$ cat src/rtl/bin_to_bcd_seq.sv
// Sequential binary-to-BCD converter: one shift-and-add-3 step per clock,
// saturating to all nines when the input does not fit in DIGITS digits.
module bin_to_bcd_seq #(
  parameter int unsigned BIN_W  = 14,
  parameter int unsigned DIGITS = 4
) (
  input  logic                  clk,
  input  logic                  reset,
  input  logic [BIN_W-1:0]      bin,
  input  logic                  start,
  output logic [4*DIGITS-1:0]   bcd,
  output logic                  busy,
  output logic                  done,
  output logic                  ovf
);

  localparam int unsigned BCD_W   = 4 * DIGITS;
  localparam int unsigned WORK_W  = BCD_W + BIN_W;
  localparam int unsigned CNT_W   = $clog2(BIN_W + 1);
  localparam int unsigned CMP_W   = (BIN_W > 32) ? BIN_W : 32;
  localparam int unsigned BCD_MAX = (10 ** DIGITS) - 1;

  typedef enum logic {
    IDLE = 1'b0,
    CONV = 1'b1
  } state_t;

  state_t              state, state_next;
  logic [WORK_W-1:0]   work, work_next;
  logic [WORK_W-1:0]   work_adj;
  logic [WORK_W-1:0]   work_sh;
  logic [CNT_W-1:0]    cnt, cnt_next;
  logic [BCD_W-1:0]    bcd_next;
  logic                ovf_next;
  logic                busy_next;
  logic                done_next;
  logic                ovf_pend, ovf_pend_next;
  logic                is_over;

  // Input out of range for DIGITS decimal digits; latched at the accepting edge.
  assign is_over = CMP_W'(bin) > CMP_W'(BCD_MAX);

  // One double-dabble step: add 3 to every BCD nibble >= 5, then shift left.
  always_comb begin
    work_adj = work;
    for (int unsigned d = 0; d < DIGITS; d++) begin
      if (work[BIN_W + 4*d +: 4] >= 4'd5) begin
        work_adj[BIN_W + 4*d +: 4] = work[BIN_W + 4*d +: 4] + 4'd3;
      end
    end
    work_sh = {work_adj[WORK_W-2:0], 1'b0};
  end

  // Next-state, datapath and output-register next values.
  always_comb begin
    state_next    = state;
    work_next     = work;
    cnt_next      = cnt;
    bcd_next      = bcd;
    ovf_next      = ovf;
    ovf_pend_next = ovf_pend;
    busy_next     = busy;
    done_next     = 1'b0;
    case (state)
      IDLE: begin
        busy_next = 1'b0;
        if (start) begin
          state_next    = CONV;
          work_next     = {BCD_W'(0), bin};
          cnt_next      = '0;
          ovf_pend_next = is_over;
          busy_next     = 1'b1;
        end
      end
      CONV: begin
        work_next = work_sh;
        cnt_next  = cnt + CNT_W'(1);
        busy_next = 1'b1;
        // This edge performs the final shift, so publish the shifted value.
        if (cnt == CNT_W'(BIN_W - 1)) begin
          state_next = IDLE;
          busy_next  = 1'b0;
          done_next  = 1'b1;
          if (ovf_pend) begin
            bcd_next = {DIGITS{4'h9}};
            ovf_next = 1'b1;
          end else begin
            bcd_next = work_sh[WORK_W-1 -: BCD_W];
            ovf_next = 1'b0;
          end
        end
      end
      default: begin
        state_next = IDLE;
        busy_next  = 1'b0;
      end
    endcase
  end

  // State and output registers; reset aborts any conversion without a done pulse.
  always_ff @(posedge clk or posedge reset) begin
    if (reset) begin
      state    <= IDLE;
      work     <= '0;
      cnt      <= '0;
      bcd      <= '0;
      ovf      <= 1'b0;
      ovf_pend <= 1'b0;
      busy     <= 1'b0;
      done     <= 1'b0;
    end else begin
      state    <= state_next;
      work     <= work_next;
      cnt      <= cnt_next;
      bcd      <= bcd_next;
      ovf      <= ovf_next;
      ovf_pend <= ovf_pend_next;
      busy     <= busy_next;
      done     <= done_next;
    end
  end

endmodule

$ cat config.mk
export PLATFORM = sky130hd
export DESIGN_NAME = bin_to_bcd_seq
export DESIGN_NICKNAME = d
export VERILOG_FILES = /design/src/rtl/bin_to_bcd_seq.sv
export SDC_FILE = /design/constraint.sdc
export NUM_CORES = 1
export LEC_CHECK = 0
export ABC_AREA = 1
export CAP_MARGIN = 20
export CELL_PAD_IN_SITES_DETAIL_PLACEMENT = 1
export CELL_PAD_IN_SITES_GLOBAL_PLACEMENT = 1
export CORE_UTILIZATION = 44
export DETAILED_ROUTE_END_ITERATION = 7
export PLACE_DENSITY_LB_ADDON = 0.1
export SLEW_MARGIN = 25
export SYNTH_ARGS = -nofsm -noshare
export SYNTH_HDL_FRONTEND = slang
export SYNTH_SLANG_ARGS = --single-unit
$ cat constraint.sdc
create_clock -name clk -period 3.02 [get_ports clk]
set_input_delay 0.906 -clock clk [delete_from_list [all_inputs] [get_ports clk]]
set_output_delay 0.906 -clock clk [all_outputs]
set_load 0.01 [all_outputs]
Word-level counts from Yosys, hierarchy flattened --
Cells that the tools add are included. W data, S select, Z words.
Storage, ports and cells: word-level logic and storage cells 37, memories kept 0, register bits after elaboration 54, bits in latches 0, bits in writable memories 0, input port bits 17, bits in read-only memories 0
Cells by class: $mul 0, magnitude comparators 5, shift-type cells 0, bitwise operators 1, div/mod/pow operators 0, eq/ne operators 2, reduce and logical (&&, ||, !) cells 2, muxes and demuxes 15, add/subtract/negate cells 5
Operators with widths (count):
- $pmux W30 S2 | 1
- $mux W30 | 1
- $ge A4 B3 Y1 const B | 4
- $mux W16 | 1
- $mux W4 | 4
- $gt A14 B14 Y1 const B | 1
- $add A4 B2 Y4 const B | 3
- $pmux W4 S2 | 1
- $mux W1 | 5
- $add A4 B1 Y4 const B | 1
- $eq A4 B4 Y1 const B | 1
- $reduce_and A2 Y1 | 2
- $add A3 B2 Y3 const B | 1
- $mux W3 | 1
- $ne A2 B2 Y1 const B | 1
- $pmux W1 S2 | 1
- $not A1 Y1 | 1

Longest topological paths before layout --
Gate-level depths: netlist of run 1.
depth after elaboration 3, mapped depth 10

Least setup slack after synthesis of run 1 --
No wires, ideal clock.
kind input to register, from input port bin[12], to register ovf_pend, path slack 1.524 ns, stages 3, data required time 2.897 ns, arrival 1.373 ns, library setup time 0.123 ns, path buffers 0, path through or2_2 -> o21ai_0 -> nand2_1
Between the ends: word-level cells in the longest chain between the ends 1
RTL lines:
- from (decl) | line 9 | input logic [BIN_W-1:0] bin,
- $gt A14 B14 Y1 | line 41 | assign is_over = CMP_W'(bin) > CMP_W'(BCD_MAX);
- to (signal assigned) | line 117 | ovf_pend <= ovf_pend_next;
- to (decl) | line 37 | logic ovf_pend, ovf_pend_next;
Every way passes these cells. A chain may end at the register's enable or synchronous reset.

Final worst setup path of run 1 --
from register bcd[0], to output port bcd[0]
RTL lines:
- from (decl) | line 11 | output logic [4*DIGITS-1:0] bcd,
- from (signal assigned) | line 115 | bcd <= bcd_next;
No word-level cell between the ends.

==> reports/results.txt, run 1 <==
The tools report the sequential share of the synthesized area as 0.5116. Summed over all nets, the half-perimeter wirelength after detailed placement is 4620 um. The post-synthesis share of cell area spent on full adders, half adders and majority gates was 0.04737; the total routed wirelength was 6526 um. Port buffering added 35 buffers.

The post-synthesis compound-gate area fraction is 0.06300, and the time the final worst path needs with I/O delays and setup is 2.175 ns. Counting every sink on the clock net gives 54. From left edge to right edge, the die measures 79.48 um. The first global-routing pass estimated 11,140 um of wire.

The min-delay analysis places its worst path in the category reg2reg. Endpoint arrival time on the critical path: 1.27 ns. The worst hold path was traced through 2 stages. The run gives 424 as the cell count after placement. The relative slew slack was 0.5339.

In this run the standard cell core region covers 5642 um^2. The share of the synthesized netlist area taken by xor and xnor gates came out at 0.003316. The measured slew at the worst slew-check pin came out at 0.6992 ns. The detail route stage leaves a number of antenna-violating nets equal to 0. The run gives 2,420 as the number of global-route vias before repair. Post-CTS repair changed the size of 0 cells. Counting flops and latches in the post-synthesis netlist gives 54.

In this run the number of H-tree levels came out at 2. The net count of the finished layout is 386. The post-detailed-route DRC marker count is 0. When the netlist entered floorplanning its net count stood at 348. Data on the critical path is required at its endpoint by 2.11 ns.

Among cell families on the critical path, the largest total delay comes from buffers and inverters. The tools report the total power as 0.003294 W. The number of cells on the worst reg-to-reg path is 8.

TritonCTS built the clock tree. Walking the worst path, the cells encountered are clkdlybuf4s50_1. The number of library cell types mapped by synthesis is 23, and the synthesized netlist cell count is 321. The clock transition at the register clock pins on the worst setup and hold paths after CTS was 0.10 ns; the critical-path maximum fanout was 2.

The initial antenna violation count was 0; the combined buffer and inverter count along the critical path was 1. Final clock skew: 0.01568 ns. The run finished with clean final reports. The routed layout has 2,280 vias. On the final layout, the worst hold slack is 0.4918 ns. For the post-CTS setup buffer count, the log shows 0. The worst setup path is launched from a flop. The overall track demand over capacity in global routing came out at 0.2313.

The async set-reset flop share out of synthesis is 1.000. The final weighted congestion in routability-driven placement is 0.8112. The clock reaches the later pin of the worst-skew pair after 0.31 ns. The global-route congestion overflow total was 0. Setup repair after global routing left no endpoint under its margin.

The area overhead of the layout relative to synthesis is 19.28%. The number of buffers created by CTS was 5. IR analysis of the VDD net gives a maximum drop of 0.4634 mV. The vertical die dimension was 79.48 um; the mux contribution to synthesized area was 0. Critical-path cell with the highest stage delay: clkdlybuf4s50_1. The hold violation total from the final report was 0. The simple-gate portion of the synthesized area is 0.3003, and the area used by sequential logic in the layout is 1351 um^2. The main combinational cell family by area after synthesis was simple AND/OR/NAND/NOR gates.

The first detailed-routing pass took 4 iterations. The worst register-to-register path has a setup slack of 1.42 ns. The logs give 706 for the fill cell instance count of the final layout and 0 for the count of pins over their slew limit. Using the TritonRoute via totals, the vias-per-cell ratio works out to 5.278. On the worst path, the slowest cell contributes a delay of 0.55 ns.

Entering global routing, the biggest net connects 55 pins. The die covers 6317 um^2. The tools report the cell at the root of the clock tree as clkbuf_8. The share of cells above drive strength 1 works out to 0.06389. The floorplan has 27 rows. The combined area of all synthesized cells came out at 2641 um^2. The post-route core utilization came out at 0.5584. The endpoint type of the worst setup path was an output port.

Setup violations remaining at the end of the flow were counted as 0. After routing, the total negative slack on setup checks comes to 0 ns. For this design the static power due to leakage is 1.602 nW. The areal power density over the cells was 1046 nW/um^2. In the synthesized netlist the dominant register cell turns out to be dfrtp_1. The logic depth of the worst setup path including buffers was 1. The number of enable-type register cells in the synthesized netlist works out to 0.

The tools report the violation count after the first detailed-routing iteration as 93. Number of warnings issued by yosys: 0. Initial standard-cell utilization of the core: 0.4682. Timing would allow up to 0.4597 GHz. The maximum buffer depth of the clock tree was 2; the final antenna diode count was 0.

The worst setup path is of the reg2out kind. The tools report the combined area of the multi-input logic cells as 1094 um^2. For this run, the number of standard cells in the final layout without fillers is 432. The routed wirelength normalized by instance count is 15.11 um, and the max-cap check violation count is 0. The portion of the clock cycle consumed by the worst path in the final layout was 0.7203.

The number of hold buffers added after CTS was 0. In this run the count of I/O pins placed on the die edge is 36. Averaged over all synthesized cells, the footprint is 8.228 um^2.
power by group:
part,internal [W],switching [W],total (W)
registers,0.00106,0.000231,0.00129
clock network,0.000185,0.000245,0.000430
logic,0.000653,0.000924,0.00158
layout make-up:
cell class              instances  share of cell area
clock inverters                 2            0.003971
multi-input cells             224              0.3471
clock buffers                   6             0.02621
well taps                      72             0.02859
inverters                      34             0.04210
repair buffers                 40              0.1231
flip-flops and latches         54              0.4289
state kept, by name, indices dropped and copies added, names as in the netlist:
register and flops:
ovf 1, work 30, cnt 4, state 1, bcd 16, done 1, ovf_pend 1
tightest hold or removal path, stage by stage, from the launching register on:
cell and delay, ns:
dfrtp_1 0.35, nand2_1 0.06, nand2_1 0.05
layer usage:
| metal | vias to the layer above | GRT usage | wire length (um) |
|---|---|---|---|
| met1 | 1146 | 0.2661 | 2838 |
| met2 | 28 | 0.4325 | 3483 |
| met4 | 0 | 0.06545 | 78 |
| met5 | - | 0 | 0 |
| met3 | 8 | 0.04114 | 126 |
| li1 | 1098 | - | - |
path summary, 6_finish.rpt:
check / from / to
setup / recovery: bcd[0]$_DFFE_PP0P_ / bcd[0]
hold / removal: bcd[2]$_DFFE_PP0P_ / bcd[2]$_DFFE_PP0P_
setup reg to reg: state$_DFF_PP0_ / bcd[4]$_DFFE_PP0P_
hold reg to reg: bcd[2]$_DFFE_PP0P_ / bcd[2]$_DFFE_PP0P_
max in group asynchronous: reset / cnt[2]$_DFFE_PP0P_
min in group asynchronous: reset / work[20]$_DFFE_PP0P_
cell usage in the layout (no fill, tap or decap), drive strengths merged:
cell type,n
nand4,2
or2,4
dfrtp,54
ha,10
clkinv,1
clkdlybuf4s50,35
a22o,1
inv,34
nand3,44
xnor2,1
clkinvlp,1
buf,5
nor2,19
clkbuf,6
o21ai,16
a21oi,8
nand2,113
o22ai,6
logic make-up (layout without fill, tap and decap cells):
logic type | count (synthesis) | in the layout
compound gates | 31 | 31
xor+xnor | 1 | 1
fa+ha+maj | 10 | 10
buf+inv | 43 | 82
flops | 54 | 54
simple gates | 182 | 182
stage by stage:
step,cell area (um^2),setup WS (ns)
after floorplan,2641,0.7994
after global placement,3055,0.9763
after detailed placement,3055,0.9148
after CTS,3151,0.8428
after global routing,3151,0.8269
final,3151,0.8448
cells in the mapped netlist, types with 3 or more instances:
cell     instances  area share
ha_1            10       0.047
buf_2            3      0.0057
nor2_1          18       0.026
dfrtp_1         54        0.51
a21oi_1          8       0.015
o22ai_1          6       0.014
o21ai_0         16       0.030
buf_6            3       0.013
inv_1           30       0.043
nand2_1        111        0.16
nand3_1         44       0.083
No activity file was read; power rests on OpenSTA's default activity.
==> run 2: changes to the inputs <==
--- a/config.mk
+++ b/config.mk
@@ -9,7 +9,7 @@
 export CAP_MARGIN = 20
 export CELL_PAD_IN_SITES_DETAIL_PLACEMENT = 1
 export CELL_PAD_IN_SITES_GLOBAL_PLACEMENT = 1
-export CORE_UTILIZATION = 44
+export CORE_UTILIZATION = 37
 export DETAILED_ROUTE_END_ITERATION = 7
 export PLACE_DENSITY_LB_ADDON = 0.1
 export SLEW_MARGIN = 25
==> constraint.sdc (replaced) <==
create_clock -name clk -period 1.8 [get_ports clk]
set_input_delay 0.54 -clock clk [delete_from_list [all_inputs] [get_ports clk]]
set_output_delay 0.54 -clock clk [all_outputs]
set_load 0.01 [all_outputs]
==> run 2 against run 1 <==
Against the previous run:
- non-clock buffer count rose by 5
- worst setup slack got worse by 0.79 ns
- die area rose by 18%
- worst hold slack got worse by 0.0050 ns
- cell area rose by 2.8%
- core utilization fell by 8.4 points
- clock-buffer cell count did not move
- clock power rose by 56%
- sequential power rose by 67%
- routed wire length fell by 4.5%
- first-iteration DRC count fell by 23%
- critical path type unchanged
==> reports/results.txt, run 2 (same netlist as run 1, synthesis figures left out) <==
The run finished with clean final reports. The critical path class is reg2out. Grouping stages by cell kind, the critical path spends the most delay in buffers and inverters.

Number of I/O port buffers: 35. The library cells used most frequently in the layout, excluding fill and tap cells, are 111 x nand2_1, 54 x dfrtp_1, 44 x nand3_1. Portion of the clock cycle consumed by the worst path in the final layout: 0.9690. The hold violation total from the final report was 0; the net switching power was 0.002270 W. For this design the top-level I/O count stands at 36. The logs give 3144 um^2 for the instance area at placement and 2 for the maximum buffer depth of the clock tree. Critical-path cell with the highest stage delay: clkdlybuf4s50_1.

The startpoint type of the worst setup path was a flop. Logic depth of the worst setup path including buffers: 1. The worst register-to-register path begins at cnt[1]$_DFFE_PP0P_.

The floorplan has 30 rows. The count of pins over their slew limit is 0, and the number of detailed-route iterations in the first pass is 4. The class of the worst hold path was reg2reg. The count of nets left with antenna violations once routing finished came out at 0. The tools report the initial antenna violation count as 0.

The quantity of hold-fixing buffers added after cts came out at 0. The tools report the clock insertion delay at the later pin of the skew report as 0.30 ns. Setup repair after global routing left no endpoint under its margin.

After clock tree synthesis, the clock-pin slew on the worst setup and hold paths is 0.09 ns. For this design the static power due to leakage is 1.633 nW. The path with the worst hold slack has its endpoint at bcd[14]$_DFFE_PP0P_.

The overall track demand over capacity in global routing was 0.1889. The post-detailed-route DRC marker count was 0. In the final design database the tool counted 391 nets. The signal on the critical path passes through clkdlybuf4s50_1. The number of sinks on the clock net was 54. Power spread over the standard cell area amounts to 1691 nW/um^2. TritonCTS built the clock tree. The worst register-to-register path ends at bcd[12]$_DFFE_PP0P_. After detailed routing, the total wire length is 6234 um. Between clock sinks in the finished design, the worst skew comes to 0.003663 ns. The maximum resistive drop on vdd was 0.4360 mV; the final antenna diode count was 0.

Dividing the detail-routed wire length by the instance count gives 13.58 um. The time the final worst path needs with I/O delays and setup was 1.744 ns. The relative slew slack is 0.7858.

The switching share of power is 0.4142, and the relative contribution of sequential cells to total power is 0.392. For the total of endpoints with negative setup slack in the final report, the log shows 0. H-tree depth: 2.

The wire length of the first global-routing pass was 10,890 um. The cell depth of the worst flop-to-flop path is 9. The hold path startpoint is bcd[14]$_DFFE_PP0P_. Depth of the worst hold-timing path: 2. The HPWL after detailed placement is 4465 um. The largest registers in the layout are work (30), bcd (16), cnt (4). The finished cells cover 3239 um^2. Via density per instance: 4.900. The critical-path maximum fanout came out at 2. The register name with the most flops was work.

For the final routed database, the setup TNS stands at 0 ns. Entering global routing, the biggest net connects 55 pins. The run gives 6832 um^2 as the core area. For the pin with the worst max-slew slack, the measured transition is 0.3179 ns. Leaving out fill and tap cells, the most frequent cell in the layout is nand2_1. For the initial standard-cell utilization of the core, the log shows 0.3866. The violation count after the first detailed-routing iteration is 72. In this design, the stage delay of the slowest critical-path cell is 0.54 ns. Data arrives at the worst endpoint at 1.20 ns. The setup slack of the worst register-to-register path was 0.21 ns. The combined buffer and inverter count along the critical path was 1; the number of buffers created by CTS was 5.

For the total die area, the log shows 7481 um^2. At the end of routability-driven placement, the weighted congestion stood at 0.8022. The total overflow left after global routing is 0. The tree is rooted in a clkbuf_8. The die is 86.49 um tall. Across the run, the number of max-cap violations was 0. The register with the most flip-flops in the layout has 30 of them. The routed layout has 2,249 vias. The share of cells above drive strength 1 works out to 0.07163. The run gives 2,294 as the number of global-route vias before repair.

STA puts the critical path data required time at 1.26 ns. For the internal power, the log shows 0.003209 W. The die span in x is 86.49 um, and the total power is 0.005479 W. Based on the critical path, the design can be clocked at up to 0.5733 GHz. The run gives 0.122 as the clock network fraction of total power. The combinational fraction of design power came out at 0.485. The worst setup path is captured at an output port. From synthesis to final layout, the design area changed by 22.64%.
==> run 2: cell count changes in the layout (fill, tap and decap cells not counted) <==
cell	change
buf_12	+2
buf_4	+3
clkdlybuf4s50_1	-2
clkinv_2	-1
dlymetal6s2s_1	+2
inv_2	-1
==> run 2: routing by layer <==
layer,GRT usage,vias to the layer above,wire length [um]
li1,-,1105,-
met4,0.05152,0,91
met3,0.03524,9,140
met2,0.3189,31,3016
met5,0,-,0
met1,0.2492,1104,2985
==> run 2: worst max-delay path by stage <==
stage,from,endpoint,slack [ns]
after floorplan,cnt[0]$_DFFE_PP0P_,bcd[4]$_DFFE_PP0P_,0.41
after global placement,start,cnt[2]$_DFFE_PP0P_,0.12
after detailed placement,start,cnt[2]$_DFFE_PP0P_,0.07
after CTS,bcd[0]$_DFFE_PP0P_,bcd[0],0.009
after global routing,bcd[6]$_DFFE_PP0P_,bcd[6],0.0006
final,bcd[5]$_DFFE_PP0P_,bcd[5],0.06
==> run 2: metrics by stage <==
| step | hold slack, ns | setup slack (ns) | utilization | std cells |
|---|---|---|---|---|
| finish | 0.4868 | 0.05585 | 0.4742 | 459 |
| global route | 0.5130 | 0.0005939 | 0.4742 | 459 |
| CTS | 0.4928 | 0.009150 | 0.4734 | 459 |
| detailed placement | 0.4708 | 0.07283 | 0.4603 | 452 |
| global placement | 0.4616 | 0.1186 | 0.4603 | 452 |
| floorplan | 0.4520 | 0.4143 | - | 321 |
==> run 2: timing repair <==
item	CTS	global route
setup endpoints to repair	1	2
gates resized for setup	0	2
buffers inserted	1	0
pin swaps	0	0
==> run 2: worst min-delay path: stages, from the launching register on <==
cell	delay, ns
dfrtp_1	0.35
nand2_1	0.05
nand2_1	0.05
==> run 2: power by group through the flow <==
stage / combinational, W / sequential, W / clock (W)
CTS: 0.00271 / 0.00216 / 0.000702
global route: 0.00307 / 0.00223 / 0.000740
global placement: 0.00257 / 0.00216 / 0
finish: 0.00266 / 0.00215 / 0.000669
detailed placement: 0.00267 / 0.00219 / 0
floorplan: 0.00166 / 0.00219 / 0
==> run 2: layout make-up <==
| type | instances | area, um^2 |
|---|---|---|
| clock buffer | 6 | 82.58 |
| fill | 847 | 3592 |
| inverter | 34 | 136.4 |
| multi-input combinational | 224 | 1094 |
| sequential | 54 | 1351 |
| tap | 96 | 120.1 |
| timing repair buffer | 45 | 455.4 |
